[src/rtl/dehaze_recover.sv]
// dehaze_recover: final dark-channel-prior stage, J = A + (I - A)*255/t per channel, clamped to 0..255.
// Five register stages with no stall; the syncs ride a matching delay line.
module dehaze_recover #(
  parameter logic [7:0] T_MIN   = 8'd26,
  parameter logic [7:0] A_MIN   = 8'd128,
  parameter logic [7:0] A_RESET = 8'd255,
  parameter int         LATENCY = 5
) (
  input  logic        pixelclk,
  input  logic        reset_n,
  input  logic [23:0] i_rgb,
  input  logic [7:0]  i_transmittance,
  input  logic [7:0]  i_dark_max,
  input  logic        i_hsync,
  input  logic        i_vsync,
  input  logic        i_de,
  input  logic        i_bypass,
  output logic [23:0] o_rgb,
  output logic        o_hsync,
  output logic        o_vsync,
  output logic        o_de,
  output logic [7:0]  o_a_frame
);
  logic               vs_prev;
  logic [7:0]         a_frame;
  logic [LATENCY-1:0] hs_d, vs_d, de_d;
  logic [11:0]        rom [256];
  logic [23:0]        rgb1, rgb2, rgb3, rgb4;
  logic               byp1, byp2, byp3, byp4;
  logic [7:0]         tc1, a2, a3;
  logic [11:0]        recip2;
  logic signed [8:0]  diff2 [3];
  logic signed [20:0] prod3 [3];
  logic signed [12:0] sum4 [3];
  // Entries below T_MIN are never addressed; they mirror T_MIN to keep the table total.
  genvar g;
  generate
    for (g = 0; g < 256; g++) begin : g_rom
      assign rom[g] = 12'(65280 / ((g < int'(T_MIN)) ? int'(T_MIN) : g));
    end
  endgenerate
  always_ff @(posedge pixelclk or negedge reset_n) begin
    if (!reset_n) begin
      vs_prev <= 1'b0;
      a_frame <= A_RESET;
    end else begin
      vs_prev <= i_vsync;
      if (i_vsync && !vs_prev) a_frame <= (i_dark_max > A_MIN) ? i_dark_max : A_MIN;
    end
  end
  always_ff @(posedge pixelclk or negedge reset_n) begin
    if (!reset_n) begin
      hs_d   <= '0;
      vs_d   <= '0;
      de_d   <= '0;
      rgb1   <= '0;
      rgb2   <= '0;
      rgb3   <= '0;
      rgb4   <= '0;
      byp1   <= 1'b0;
      byp2   <= 1'b0;
      byp3   <= 1'b0;
      byp4   <= 1'b0;
      tc1    <= '0;
      a2     <= '0;
      a3     <= '0;
      recip2 <= '0;
      o_rgb  <= '0;
      for (int c = 0; c < 3; c++) begin
        diff2[c] <= '0;
        prod3[c] <= '0;
        sum4[c]  <= '0;
      end
    end else begin
      hs_d   <= {hs_d[LATENCY-2:0], i_hsync};
      vs_d   <= {vs_d[LATENCY-2:0], i_vsync};
      de_d   <= {de_d[LATENCY-2:0], i_de};
      rgb1   <= i_rgb;
      byp1   <= i_bypass;
      tc1    <= (i_transmittance > T_MIN) ? i_transmittance : T_MIN;
      rgb2   <= rgb1;
      byp2   <= byp1;
      a2     <= a_frame;
      recip2 <= rom[tc1];
      rgb3   <= rgb2;
      byp3   <= byp2;
      a3     <= a2;
      rgb4   <= rgb3;
      byp4   <= byp3;
      for (int c = 0; c < 3; c++) begin
        diff2[c] <= $signed({1'b0, rgb1[8*c +: 8]}) - $signed({1'b0, a_frame});
        prod3[c] <= 21'(diff2[c]) * 21'($signed({1'b0, recip2}));
        // Kept wide enough for the full -2501..+1245 offset range so the clamp never sees a wrapped value.
        sum4[c]  <= $signed({5'd0, a3}) + 13'(prod3[c] >>> 8);
        o_rgb[8*c +: 8] <= !de_d[LATENCY-2] ? 8'd0 :
                           byp4 ? rgb4[8*c +: 8] :
                           sum4[c][12] ? 8'd0 :
                           (sum4[c] > 13'sd255) ? 8'd255 : sum4[c][7:0];
      end
    end
  end
  assign o_hsync   = hs_d[LATENCY-1];
  assign o_vsync   = vs_d[LATENCY-1];
  assign o_de      = de_d[LATENCY-1];
  assign o_a_frame = a_frame;
endmodule

[config.mk]
export PLATFORM = sky130hd
export DESIGN_NAME = dehaze_recover
export DESIGN_NICKNAME = d
export VERILOG_FILES = /design/src/rtl/dehaze_recover.sv
export SDC_FILE = /design/constraint.sdc
export NUM_CORES = 1
export LEC_CHECK = 0
export CORE_AREA = 2 2 192 194
export DETAILED_ROUTE_END_ITERATION = 16
export DIE_AREA = 0 0 194 196
export PLACE_DENSITY_LB_ADDON = 0.08
export SYNTH_ARGS = -nofsm -noshare
export SYNTH_HDL_FRONTEND = slang
export SYNTH_SLANG_ARGS = --single-unit
[constraint.sdc]
create_clock -name pixelclk -period 7 [get_ports pixelclk]
set_input_delay 1.4 -clock pixelclk [delete_from_list [all_inputs] [get_ports pixelclk]]
set_output_delay 1.4 -clock pixelclk [all_outputs]
set_load 0.02 [all_outputs]
* After elaboration in Yosys (flattened, before gate mapping) *
Memory sizes are Yosys's and may differ from the RTL's. A register that Yosys moved wholly into a read port is not among the register bits.
Index checks and enable logic that the tools add are counted.

storage, ports and cells
  memories kept = 1
  flip-flop bits (word level) = 301
  input bits = 46
  bits in read-only memories = 3072
  output and inout port bits = 35
  word-level logic and storage cells = 59

operators by class
  $mul = 3
  add/sub/neg operators = 6
  $lt $le $gt $ge = 5
  multiplexer cells = 14
  reductions and logical operators = 3
  bitwise logic cells = 1

memory list
  memory           words  width  rd ports  clocked after Yosys merged registers in  wr ports  line  RTL
  (no name shown)  256    12     1         1                                        0         84    recip2 <= rom[tc1];

operators by type and width
  kind                   count
  $mux W8                14
  $mul A9 B13 Y21        3
  $add A9 B13 Y13        3
  $gt A13 B9 Y1 const B  3
  $sub A8 B8 Y9          3
  $not A8 Y9             1
  $gt A8 B5 Y1 const B   1
  $gt A8 B8 Y1 const B   1
  $logic_not A1 Y1       2
  $logic_and A1 B1 Y1    1

* Depth between registers and ports, before layout *
Gate-level depths: netlist of run 1.

  depth after elaboration = 5
  mapped depth = 20
  mapped depth without buffers = 18

* Worst setup path after synthesis of run 1 *
Ideal clock, no wire load.

  path kind = register to register
  start = register recip2[7]
  end = register prod3[39] (netlist name)
  clock period less this slack = 5.204 ns
  buffers on the path = 2
  cell stages (with the launch flop) = 20
  data arrival time = 5.124 ns
  setup slack = 1.796 ns
  data required time = 6.920 ns
  path through = dfrtp_1 > clkbuf_1 > clkbuf_1 > nand2_1 > fa_1 > inv_1 > fa_1 > inv_1 > fa_1 > inv_1 > fa_1 > ha_1 > ha_1 > a21o_1 > a2111oi_2 > a21oi_4 > a221oi_2 > o21bai_1 > a21oi_1 > xnor2_1

between the ends
  word-level cells in the longest chain between the ends = 1

RTL lines
  item                            line  RTL
  start: declaration              31    logic [11:0] recip2;
  $mul A9 B13 Y21                 92    prod3[c] <= 21'(diff2[c]) * 21'($signed({1'b0, recip2}));
  end signal: indexed assignment  92
  end: declaration                33    logic signed [20:0] prod3 [3];

Every way passes these cells.
A chain may end at the register's enable or synchronous reset.

* Worst setup path after layout of run 1 *
  start = register recip2[5]
  end = register prod3[39] (netlist name)

Same word-level chain as after synthesis.

==> summary.md, run 1 <==
| Metric | Value |
|---|---|
| Final ANT Viol Nets | `0` |
| Share of post-route cells with drive strength above 1 | `4.22%` |
| Fmax | `~180 MHz` |
| Reg2Reg Launch Point | `recip2[5]` |
| RSZ-0062 raised after global routing | `false` |
| Die H | `~200 um` |
| Simple-gate share of the synthesized area | `between 10% and 20%` |
| Worst-Skew Late Latency | `around 0.56 ns` |
| CTS Buf Count | `28` |
| Status | `finished clean` |
| Total Routing Usage GR | `28.7%` |
| Routed length per instance | `between 15 and 20 um` |
| Drt pass-1 iters | `6` |
| # diodes | `0` |
| Core Footprint | `36100 um^2` |
| Worst r2r dst | `prod3[39]` |
| Resized Gates After CTS | `0` |
| Synth area leaders | `dfrtp_1 31%, fa_1 19%, ha_1 12%, inv_1 5.1%, nand2_1 4.5%` |
| Worst Hold Launch | `rgb2[7]` |
| Vias/cell | `around 5.7` |
| GPL Wtd Cong | `0.923` |
| Final net count | `2780` |
| TritonCTS clock tree | `done` |
| Synth Flop Type | `dfrtp_1` |
| DRC viols | `0` |
| Die Area | `between 30000 and 40000 um^2` |
| Post-synthesis compound-gate area fraction | `a little over a tenth` |
| Root buffer cell | `clkbuf_16` |
| Max cap viols | `0` |
| TNS Setup | `0 ns` |
| Worst Tran Pin Value | `between 1 and 1.5 ns` |
| Skew final | `0.0237 ns` |
| First-pass GRT wire length | `approximately 88 mm` |
| # hold bufs at CTS | `0` |
| Seq cells post-synth | `288` |
| Die width | `194 um` |
| Multiplexer share of the synthesized area | `less than 1%` |
| Layout overhead on the synthesized area | `8.85%` |
| Post-layout minimum cycle time | `between 5 and 6 ns` |
| Top cells by count, synth | `307 x inv_1, 280 x dfrtp_1, 272 x nand2_1` |
| Area share of the largest cell type after synthesis | `between 30% and 40%` |
| Worst Hold Class | `reg2reg` |
| Synth cell types | `73` |
| IO Count | `81` |
| Post-Syn Area per Cell | `slightly below 10 um^2` |
| Initial drt markers | `around 1000` |
| PortBufs | `80` |
| Most common cell in the synthesized netlist | `inv_1` |
| XOR/XNOR Fraction of Synth Area | `under 10%` |
| Clock Path Buffers | `3` |
| Hold Path Sink | `rgb3[7]` |
| DP HPWL | `39.4 mm` |
| Max FO, Critical Path | `27` |
| # Post-CTS Setup Buffers | `0` |
| CP endpoint kind | `flip-flop` |
| Site row count | `70` |
| Starting Density | `between 60 and 70%` |
| Sequential area share after synthesis | `roughly 32%` |
| Final period util | `between 80% and 90%` |
| Slew HR | `between 20% and 30%` |
| Area leader, netlist | `dfrtp_1` |
| WP data arrival | `6.11 ns` |
| Crit start category | `flip-flop` |
| Area share of fa/ha/maj cells after synthesis | `a little under a third` |
| Number of enable flip-flop cells after synthesis | `0` |
| Worst R2R Setup Slack | `roughly 1.4 ns` |
| Final hold viol count | `0` |
| DR vias | `about 16000` |
| Initial antenna violation count | `0` |
| Final Slew Violations | `0` |
| Yosys warns | `0` |
| Vias in the first global route | `~17000` |
| Gr ovfl total | `0` |
| CTS sink count | `between 200 and 300` |
| Largest net degree at the start of global routing | `154` |
| H-Tree Depth | `1` |
| Mapped Area | `around 22000 um^2` |
| Count of final setup violators | `0` |
| Synthesized instance count | `approximately 2300` |
| Largest family of logic cells by synthesized area | `adder cells` |
| Post-synthesis async set-or-reset flop share | `100%` |
| R2r worst-path depth | `17` |
| Worst Path Required | `between 7 and 8 ns` |
| Synthesized Nets | `2780` |
| Clock Pin Slew Worst Setup and Hold Paths | `about 0.06 ns` |
| Drt total wl | `between 50 and 60 mm` |
| Worst Hold Depth | `0` |
| Critical path type | `reg2reg` |
| Crit. Startpoint | `recip2[5]` |
==> cell usage in the layout, fill, tap and decap left out, types with 15 or more instances in the layout <==
cell             count
a211oi_1            15
a21o_1              27
a21oi_1            127
and2_1             110
clkbuf_16           29
clkdlybuf4s50_1     79
dfrtp_1            277
fa_1               216
ha_1               219
inv_1              307
nand2_1            272
nand2b_1            31
nor2_1             108
nor2b_1             62
nor3_1              45
o211ai_1            20
o21ai_0             66
o21ai_1             21
xnor2_1             66
xor2_1              22
==> how the worst max path moves through the flow <==
stage	cells past startpoint	slack, ns	to
6_report	17	1.36	prod3[39]
5_1_grt	17	1.07	prod3[41]
4_1_cts	14	1.38	prod3[20]
3_5_place_dp	17	1.41	prod3[39]
3_3_place_gp	17	1.50	prod3[20]
2_1_floorplan	19	1.80	prod3[39]
==> through the flow <==
step / hold WS, ns / worst slack (ns) / util [%] / instances / instance area (um^2)
5_1_grt: 0.352 / 1.07 / 67.8 / 2789 / 24500
3_3_place_gp: 0.331 / 1.50 / 65.1 / 2737 / 23500
2_1_floorplan: 0.331 / 1.80 / - / 2299 / 22500
4_1_cts: 0.343 / 1.38 / 67.8 / 2789 / 24500
6_report: 0.344 / 1.36 / 67.8 / 2789 / 24500
3_5_place_dp: 0.335 / 1.41 / 65.1 / 2737 / 23500
==> critical path: stages, from the launching register on <==
cell and delay [ns]:
dfrtp_1 0.97, nand2_1 0.18, fa_1 0.53, inv_1 0.06, fa_1 0.50, inv_1 0.06
fa_1 0.52, inv_1 0.05, fa_1 0.43, ha_1 0.29, ha_1 0.31, a21o_1 0.21
a2111oi_2 0.53, a21oi_4 0.15, a221oi_2 0.31, o21bai_1 0.13, a21oi_1 0.19, xnor2_1 0.13
==> cells by family after synthesis <==
logic type	count (synthesis)
and+or+nand+nor	669
xor gates and xnor gates	88
DFF	288
AOI/OAI and AO/OA	377
buffers and inverters	433
adders and majority gates	435
muxes	9
==> final cells by class <==
type	count	area, um^2
Inverter	310	1160
Tap cell	468	586
Timing Repair Buffer	93	916
Multi-Input combinational cell	1578	13600
Clock inverter	12	129
Fill cell	2891	11600
Sequential cell	288	7220
Clock buffer	40	837
==> registers in the layout, indices dropped and copies added, names as in the netlist, 5 cells and up <==
register	count
o_rgb	24
rgb4	24
a2	8
prod3	39
o_a_frame	8
hs_d	5
sum4	39
diff2	27
tc1	8
rgb2	24
a3	8
rgb3	24
vs_d	5
de_d	5
recip2	12
rgb1	24
==> routing by layer <==
metal	wire length (um)	share of wire (%)	up-vias	global-route usage (%)
li1	-	-	7398	-
met1	22300	43	8031	38.4
met2	25800	49	490	49.4
met3	2690	5.1	105	3.58
met4	1480	2.8	0	8.92
met5	0	0	-	0
Power of run 1 is left out: the tool's default activity adds up to more than one toggle a clock period on the data nets, which glitch-free logic cannot reach.
==> run 2, diff against run 1 <==
clock period = 5.4 ns   (was 7 ns; I/O delays follow)
==> run 2 against run 1 <==
Compared with the run above:
- setup slack worse by 1.1 ns
- global-route usage is 0.90 points higher
- critical path depth is 1 lower
==> summary.md, run 2 (synthesis gave the netlist of run 1 again) <==
| Metric | Value |
|---|---|
| Count of final setup violators | `0 (unchanged)` |
| Most common cell after layout, fill and taps aside | `inv_1 (unchanged)` |
| Drt pass-1 iters | `6 (unchanged)` |
| Layout overhead on the synthesized area | `10.4% (was 8.85%)` |
| CP endpoint kind | `flip-flop (unchanged)` |
| CTS sink count | `288 (unchanged)` |
| Routed length per instance | `19.1 um (was 18.8 um)` |
| Worst Path Required | `5.84 ns (was 7.47 ns)` |
| Max cap viols | `0 (unchanged)` |
| WL met2 | `26.0 mm (was 25.8 mm)` |
| Final hold viol count | `0 (unchanged)` |
| IO Count | `81 (unchanged)` |
| H-Tree Depth | `1 (unchanged)` |
| Gr ovfl total | `0 (unchanged)` |
| Final Slew Violations | `0 (unchanged)` |
| Worst r2r dst | `prod3[41] (was prod3[39])` |
| Initial antenna violation count | `1 (was 0)` |
| Status | `finished clean (unchanged)` |
| Total Routing Usage GR | `29.6% (was 28.7%)` |
| Crit-path most repeated cell | `fa_1 (unchanged)` |
| CP bufs+invs | `2 (was 3)` |
| Fillers | `2782 (was 2891)` |
| Met3 routed WL | `3.01 mm (was 2.69 mm)` |
| TritonCTS clock tree | `done (unchanged)` |
| Clock Path Buffers | `3 (unchanged)` |
| Post-layout minimum cycle time | `5.19 ns (was 5.64 ns)` |
| TNS Setup | `0 ns (unchanged)` |
| Uppermost layer routed | `met4 (unchanged)` |
| Clock Pin Slew Worst Setup and Hold Paths | `0.06 ns (about the same)` |
| Skew final | `0.0126 ns (was 0.0237 ns)` |
| Root buffer cell | `clkbuf_16 (unchanged)` |
| Worst Tran Pin Value | `0.823 ns (was 1.06 ns)` |
| R2r worst-path depth | `16 (was 17)` |
| Worst Hold Depth | `0 (unchanged)` |
| # diodes | `0 (unchanged)` |
| Reg area | `7230 um^2 (was 7220 um^2)` |
| Most frequent cells in the layout | `307 x inv_1, 272 x nand2_1, 270 x dfrtp_1 (was 307 x inv_1, 277 x dfrtp_1, 272 x nand2_1)` |
| WP data arrival | `5.62 ns (was 6.11 ns)` |
| Max FO, Critical Path | `16 (was 27)` |
| DR vias | `16200 (was 16000)` |
| Hold Path Sink | `hs_d[3] (was rgb3[7])` |
| Die Area | `38000 um^2 (unchanged)` |
| Die H | `196 um (unchanged)` |
| Largest net degree at the start of global routing | `105 (was 154)` |
| Starting Density | `62.3% (unchanged)` |
| Final period util | `96.1% (was 80.6%)` |
| Max incr delay on CP | `0.57 ns (was 0.97 ns)` |
| Worst Hold Launch | `hs_d[2] (was rgb2[7])` |
| GPL Wtd Cong | `0.917 (was 0.923)` |
| Worst-Skew Late Latency | `0.56 ns (about the same)` |
| Fmax | `193 MHz (was 177 MHz)` |
| Worst R2R Setup Slack | `0.21 ns (was 1.36 ns)` |
| Site row count | `70 (unchanged)` |
| Critical path type | `reg2reg (unchanged)` |
| Biggest regs | `prod3 x39, sum4 x39, diff2 x27 (unchanged)` |
| Cell class contributing the biggest share of worst-path delay | `adder cells (unchanged)` |
| Vias in the first global route | `17000 (was 17200)` |
| Share of post-route cells with drive strength above 1 | `6.14% (was 4.22%)` |
| Vias/cell | `5.71 (was 5.75)` |
| Die width | `194 um (unchanged)` |
| PortBufs | `80 (unchanged)` |
| First-pass GRT wire length | `89.2 mm (was 87.5 mm)` |
| DP HPWL | `41.7 mm (was 39.4 mm)` |
| CTS Buf Count | `30 (was 28)` |
| Drt total wl | `54.0 mm (was 52.3 mm)` |
| Crit start category | `flip-flop (unchanged)` |
| Worst Hold Class | `reg2reg (unchanged)` |
| Slowest stage cell, crit path | `fa_1 (was dfrtp_1)` |
| Core Footprint | `36100 um^2 (unchanged)` |
| DRC viols | `0 (unchanged)` |
| Final net count | `2823 (was 2780)` |
| Crit-path cells | `buf_12 > nand2_1 > fa_1 > inv_1 > fa_1 > fa_1 > fa_1 > fa_1 > ha_1 > nand2_1 > or4_4 > a21oi_4 > nor3_2 > o31ai_4 > a21oi_1 > xnor2_1 (was nand2_1 > fa_1 > inv_1 > fa_1 > inv_1 > fa_1 > inv_1 > fa_1 > ha_1 > ha_1 > a21o_1 > a2111oi_2 > a21oi_4 > a221oi_2 > o21bai_1 > a21oi_1 > xnor2_1)` |
| Final ANT Viol Nets | `0 (unchanged)` |
| Initial drt markers | `1164 (was 1021)` |
| RSZ-0062 raised after global routing | `false (unchanged)` |
| Reg2Reg Launch Point | `recip2[8] (was recip2[5])` |
| Routed met1 length | `22.7 mm (was 22.3 mm)` |
| Slew HR | `45.1% (was 29.6%)` |
| Multi-input gate area | `13600 um^2 (about the same)` |
run 2: cell types whose count changed in the layout (fill, tap and decap cells not counted), sizes merged:
cell | before | now
buf | 14 | 55
clkinvlp | 3 | 4
bufinv | 2 | 1
clkbuf | 40 | 42
inv | 312 | 310
run 2: final cells by class:
type	count	area share (%)
Clock buffer	42	3.45
Clock inverter	10	0.388
Inverter	310	4.69
Multi-Input combinational cell	1578	54.9
Sequential cell	288	29.1
Tap cell	468	2.36
Timing Repair Buffer	134	5.03
run 2: metal layers:
layer / vias up / global-route usage [%]
met2: 526 / 49.5
met3: 127 / 3.64
met4: 0 / 11.3
li1: 7486 / -
met5: - / 0
met1: 8017 / 40.0
run 2: worst max-delay path by stage:
stage,slack (ns),to,depth (start not counted),start
3_5_place_dp,0.13,prod3[41],16,recip2[3]
2_1_floorplan,0.20,prod3[39],19,recip2[7]
4_1_cts,0.12,prod3[41],16,recip2[3]
5_1_grt,0.01,prod3[41],16,recip2[8]
6_report,0.21,prod3[41],16,recip2[8]
3_3_place_gp,0.24,prod3[39],16,recip2[3]
run 2: what timing repair did:
action / in CTS / in global routing
resized for setup: 0 / 10
endpoints found under the setup margin: 0 / 9
buffers inserted: 0 / 0
hold buffers: 0 / 0
run 2: metrics by stage:
| stage | hold slack (ns) | area, um^2 | setup slack (ns) | std cells | util (%) |
|---|---|---|---|---|---|
| detailed placement | 0.335 | 23800 | 0.129 | 2778 | 66.0 |
| finish | 0.346 | 24800 | 0.212 | 2830 | 68.8 |
| CTS | 0.348 | 24800 | 0.117 | 2830 | 68.7 |
| global placement | 0.331 | 23800 | 0.239 | 2778 | 66.0 |
| floorplan | 0.331 | 22500 | 0.196 | 2299 | - |
| global route | 0.353 | 24800 | 0.0142 | 2830 | 68.8 |
Power of run 2 is left out for the same reason.
==> RTL change 1 (settings of run 1) <==
`LATENCY`: 5 -> 6.
--- a/src/rtl/dehaze_recover.sv
+++ b/src/rtl/dehaze_recover.sv
@@ -4,7 +4,7 @@
   parameter logic [7:0] T_MIN   = 8'd26,
   parameter logic [7:0] A_MIN   = 8'd128,
   parameter logic [7:0] A_RESET = 8'd255,
-  parameter int         LATENCY = 5
+  parameter int         LATENCY = 6
 ) (
   input  logic        pixelclk,
   input  logic        reset_n,
Behaviour: not the same (Yosys sat finds a counterexample within 10 cycles, from zero or initial values and one cycle with reset_n low).
==> RTL change 1 against run 1 <==
- final cell count is 0.29% higher
- area after synthesis is 0.33% higher
- final area is 0.67% higher
- utilization is 0.45 points higher
- sequential share of layout area is 0.11 points higher
- routed wire length is 0.46% lower
- global-route usage is 0.11 points lower
- setup slack worse by 72 ps
- die area stayed put
- sequential cell count is 3 higher
Power is left out: the tool's default activity adds up to more than one toggle a clock period on the data nets, which glitch-free logic cannot reach.
==> RTL change 1: results (changes against run 1) <==
Gates resized, CTS repair: 0 (unchanged)
end point of the most critical hold path: rgb4[11] (was rgb3[7])
footprint of the multi-input gates: 13600 um^2 (unchanged)
placed cell areas: 23600 um^2 (was 23500 um^2)
GP Congestion: 0.926 (was 0.923)
Clock buffers and inverters, area share: 4.30% (was 3.95%)
vias in the first global route: 16800 (was 17200)
vias after detailed routing: 15900 (was 16000)
Seq area share: 29.6% (was 29.5%)
TritonCTS buffer count: 30 (was 28)
worst reg-to-reg path cell count: 17 (unchanged)
number of nets in the final layout: 2786 (was 2780)
area share of xor/xnor cells in the synthesized design: 3.42% (was 3.43%)
share of the synthesized area in compound gates (AO/OA/AOI/OAI): 10.7% (about the same)
sequential element share of the synthesized area: 32.3% (was 32.1%)
transition time at the pin with the least slew margin: 1040 ps (was 1060 ps)
data arrival time of the critical path: 6200 ps (was 6110 ps)
Clock Skews: 25.5 ps (was 23.7 ps)
wire length of the first global-routing pass: 86700 um (was 87500 um)
Post CTS Setup Buffer Count: 0 (unchanged)
routed len/inst: 18.6 um (was 18.8 um)
capture instance of the worst register-to-register path: prod3[20] (was prod3[39])
Clock Buffer Count: 44 (was 40)
Primary FF master, synth: dfrtp_1 (unchanged)
number of port buffers: 80 (unchanged)
origin of the worst min-delay path: rgb3[11] (was rgb2[7])
Inverters: 310 (unchanged)
instance count of the mapped netlist: 2302 (was 2299)
net count of the mapped netlist: 2783 (was 2780)
worst reg2reg setup slack: 1290 ps (was 1360 ps)
Non-CTS buffers: 94 (was 93)
Synth Warn #: 0 (unchanged)
Diodes inserted: 0 (unchanged)
outcome: complete, no violations (unchanged)
mux share of post-synthesis cell area: 0.738% (was 0.741%)
proportion of layout cells with a drive suffix above 1: 4.29% (was 4.22%)
adder-cell area share of the yosys netlist: 31.3% (was 31.4%)
leading cell types by count after synthesis: inv_1 (307), dfrtp_1 (283), nand2_1 (272) (was inv_1 (307), dfrtp_1 (280), nand2_1 (272))
HPWL after detailed placement: 39400 um (about the same)
pin count of the biggest net entering global routing: 108 (was 154)
Filler Cells Inserted: 2791 (was 2891)
layout-stage area growth over the synthesis result: 9.21% (was 8.85%)
Via density: 5.69 (was 5.75)
worst-case hold slack: 342 ps (was 344 ps)
worst-case clock buffer depth: 3 (unchanged)
TritonRoute pass-1 iters: 5 (was 6)
critical path fanouts, max: 27 (unchanged)
class of the worst hold path: register to register (unchanged)
clock insertion delay at the later pin of the skew report: 560 ps (about the same)
overall global routing resource usage: 28.6% (was 28.7%)
number of instances in the placed design: 2741 (was 2737)
Place WS: 1350 ps (was 1410 ps)
buffering overhead: 3.70% (was 3.74%)
main area contributors after synthesis: dfrtp_1 (31%), fa_1 (19%), ha_1 (12%) (unchanged)
number of DRC markers in iteration 0: 898 (was 1021)
flip-flop and latch count after synthesis: 291 (was 288)
Multi-input comb cells: 1578 (unchanged)
## RTL change 1: layer usage
metal,global-route usage [%],part of all wire [%]
met5,0,0
met4,7.66,2.6
met3,3.54,5.5
met2,49.3,49
met1,38.7,43
## RTL change 1: worst max path at each step
stage / from / endpoint / slack (ps) / cells after the start
floorplan: recip2[7] / prod3[39] / 1800 / 19
global placement: recip2[5] / prod3[20] / 1460 / 17
detailed placement: recip2[5] / prod3[20] / 1350 / 17
CTS: recip2[5] / prod3[20] / 1310 / 17
global route: recip2[5] / prod3[20] / 980 / 17
finish: recip2[5] / prod3[20] / 1290 / 17
## RTL change 1: worst max-delay path: stages, from the launching register on
cell and delay, ps:
dfrtp_1 1010, nand2_1 150, fa_1 520, inv_1 50, fa_1 490, inv_1 60
fa_1 540, inv_1 50, fa_1 440, ha_1 290, ha_1 320, a21o_1 190
a21o_1 210, o211ai_1 290, nand3_1 280, o311ai_1 460, a21oi_1 130, a31oi_1 150
==> RTL change 2 (settings of run 1) <==
Made on the original files. Register the input `i_transmittance` before use. The logic sees it one clock later. The other inputs are not delayed to match.
--- a/src/rtl/dehaze_recover.sv
+++ b/src/rtl/dehaze_recover.sv
@@ -21,6 +21,13 @@
   output logic        o_de,
   output logic [7:0]  o_a_frame
 );
+
+  logic [7:0] i_transmittance_q;
+
+  always_ff @(posedge pixelclk) begin
+    i_transmittance_q <= i_transmittance;
+  end
+
   logic               vs_prev;
   logic [7:0]         a_frame;
   logic [LATENCY-1:0] hs_d, vs_d, de_d;
@@ -77,7 +84,7 @@
       de_d   <= {de_d[LATENCY-2:0], i_de};
       rgb1   <= i_rgb;
       byp1   <= i_bypass;
-      tc1    <= (i_transmittance > T_MIN) ? i_transmittance : T_MIN;
+      tc1    <= (i_transmittance_q > T_MIN) ? i_transmittance_q : T_MIN;
       rgb2   <= rgb1;
       byp2   <= byp1;
       a2     <= a_frame;
Formal check against the unedited RTL: no difference found for any inputs over 4 cycles, from zero or initial values and one cycle with reset_n low; that may be too few to reach the edited logic, so the function may still have changed.
==> RTL change 2 against run 1 <==
- routed wire length is 0.14% lower
- final area grew 0.38%
- setup slack lost 4.5 ps
- synthesized cell count rose by 0.35%
- sequential cell count up 8
- area after synthesis increased by 0.71%
- clock skew shrank 4.5 ps
- critical path type unchanged
Power is left out: the tool's default activity adds up to more than one toggle a clock period on the data nets, which glitch-free logic cannot reach.
==> RTL change 2: results (changes against run 1) <==
outcome: complete, no violations (unchanged)
Clock Skews: 19.2 ps (was 23.7 ps)
transition time at the pin with the least slew margin: 1030 ps (was 1060 ps)
share of the synthesized area in compound gates (AO/OA/AOI/OAI): 10.7% (about the same)
mux share of post-synthesis cell area: 0.735% (was 0.741%)
Met3 Routed Length: 2630 um (was 2690 um)
wire length of the first global-routing pass: 86200 um (was 87500 um)
vias in the first global route: 16800 (was 17200)
Via density: 5.74 (was 5.75)
overall global routing resource usage: 28.4% (was 28.7%)
GR Layer Usage met1: 39.1% (was 38.4%)
critical path fanouts, max: 27 (unchanged)
adder-cell area share of the yosys netlist: 31.2% (was 31.4%)
Async S/R FF share, synth: 97.3% (was 100%)
total length of routed met2 wires: 25700 um (was 25800 um)
routed len/inst: 18.7 um (was 18.8 um)
TritonRoute pass-1 iters: 5 (was 6)
GP Congestion: 0.970 (was 0.923)
area share of xor/xnor cells in the synthesized design: 3.41% (was 3.43%)
number of distinct library cell variants in the gate-level netlist after synthesis: 74 (was 73)
delay contributed by the slowest stage of the critical path: 970 ps (about the same)
number of DRC markers in iteration 0: 951 (was 1021)
main area contributors after synthesis: dfrtp_1 (31%), fa_1 (19%), ha_1 (12%) (unchanged)
HPWL after detailed placement: 39500 um (was 39400 um)
placed cell areas: 23600 um^2 (was 23500 um^2)
Critical Path Slowest Stage Cell: dfrtp_1 (unchanged)
pin count of the biggest net entering global routing: 173 (was 154)
origin of the worst min-delay path: rgb2[15] (was rgb2[7])
proportion of layout cells with a drive suffix above 1: 3.87% (was 4.22%)
number of nets in the final layout: 2787 (was 2780)
Setup CP Type: register to register (unchanged)
data arrival time of the critical path: 6080 ps (was 6110 ps)
sequential element share of the synthesized area: 32.6% (was 32.1%)
Met1 Routed Length: 22500 um (was 22300 um)
TritonCTS buffer count: 29 (was 28)
GR Util met3: 3.01% (was 3.58%)
Post CTS Setup Buffer Count: 0 (unchanged)
met2 usage in global routing: 48.4% (was 49.4%)
initial antenna violation count: 2 (was 0)
-- RTL change 2: stage by stage --
step | hold slack [ps] | setup slack, ps | std cells
CTS | 347 | 1360 | 2791
finish | 344 | 1350 | 2791
floorplan | 331 | 1800 | 2307
detailed placement | 335 | 1400 | 2743
global placement | 331 | 1530 | 2743
global route | 350 | 1050 | 2791
-- RTL change 2: final cells by class --
cell class                 count  area (um^2)
clock buffer                  40          817
multi-input combinational   1578        13600
inverter                     310         1160
tap                          468          586
clock inverter                 8         97.6
fill                        2824        11500
sequential                   296         7380
timing repair buffer          91          901
-- RTL change 2: final timing paths --
| check | to | slack (ps) | depth (start not counted) |
|---|---|---|---|
| setup / recovery | prod3[18] | 1350 | 15 |
| min in group asynchronous | o_rgb[3] | 880 | 1 |
| hold reg to reg | rgb3[15] | 340 | 0 |
| max in group asynchronous | tc1[4] | 4660 | 2 |
| setup reg to reg | prod3[18] | 1350 | 15 |
| hold / removal | rgb3[15] | 340 | 0 |
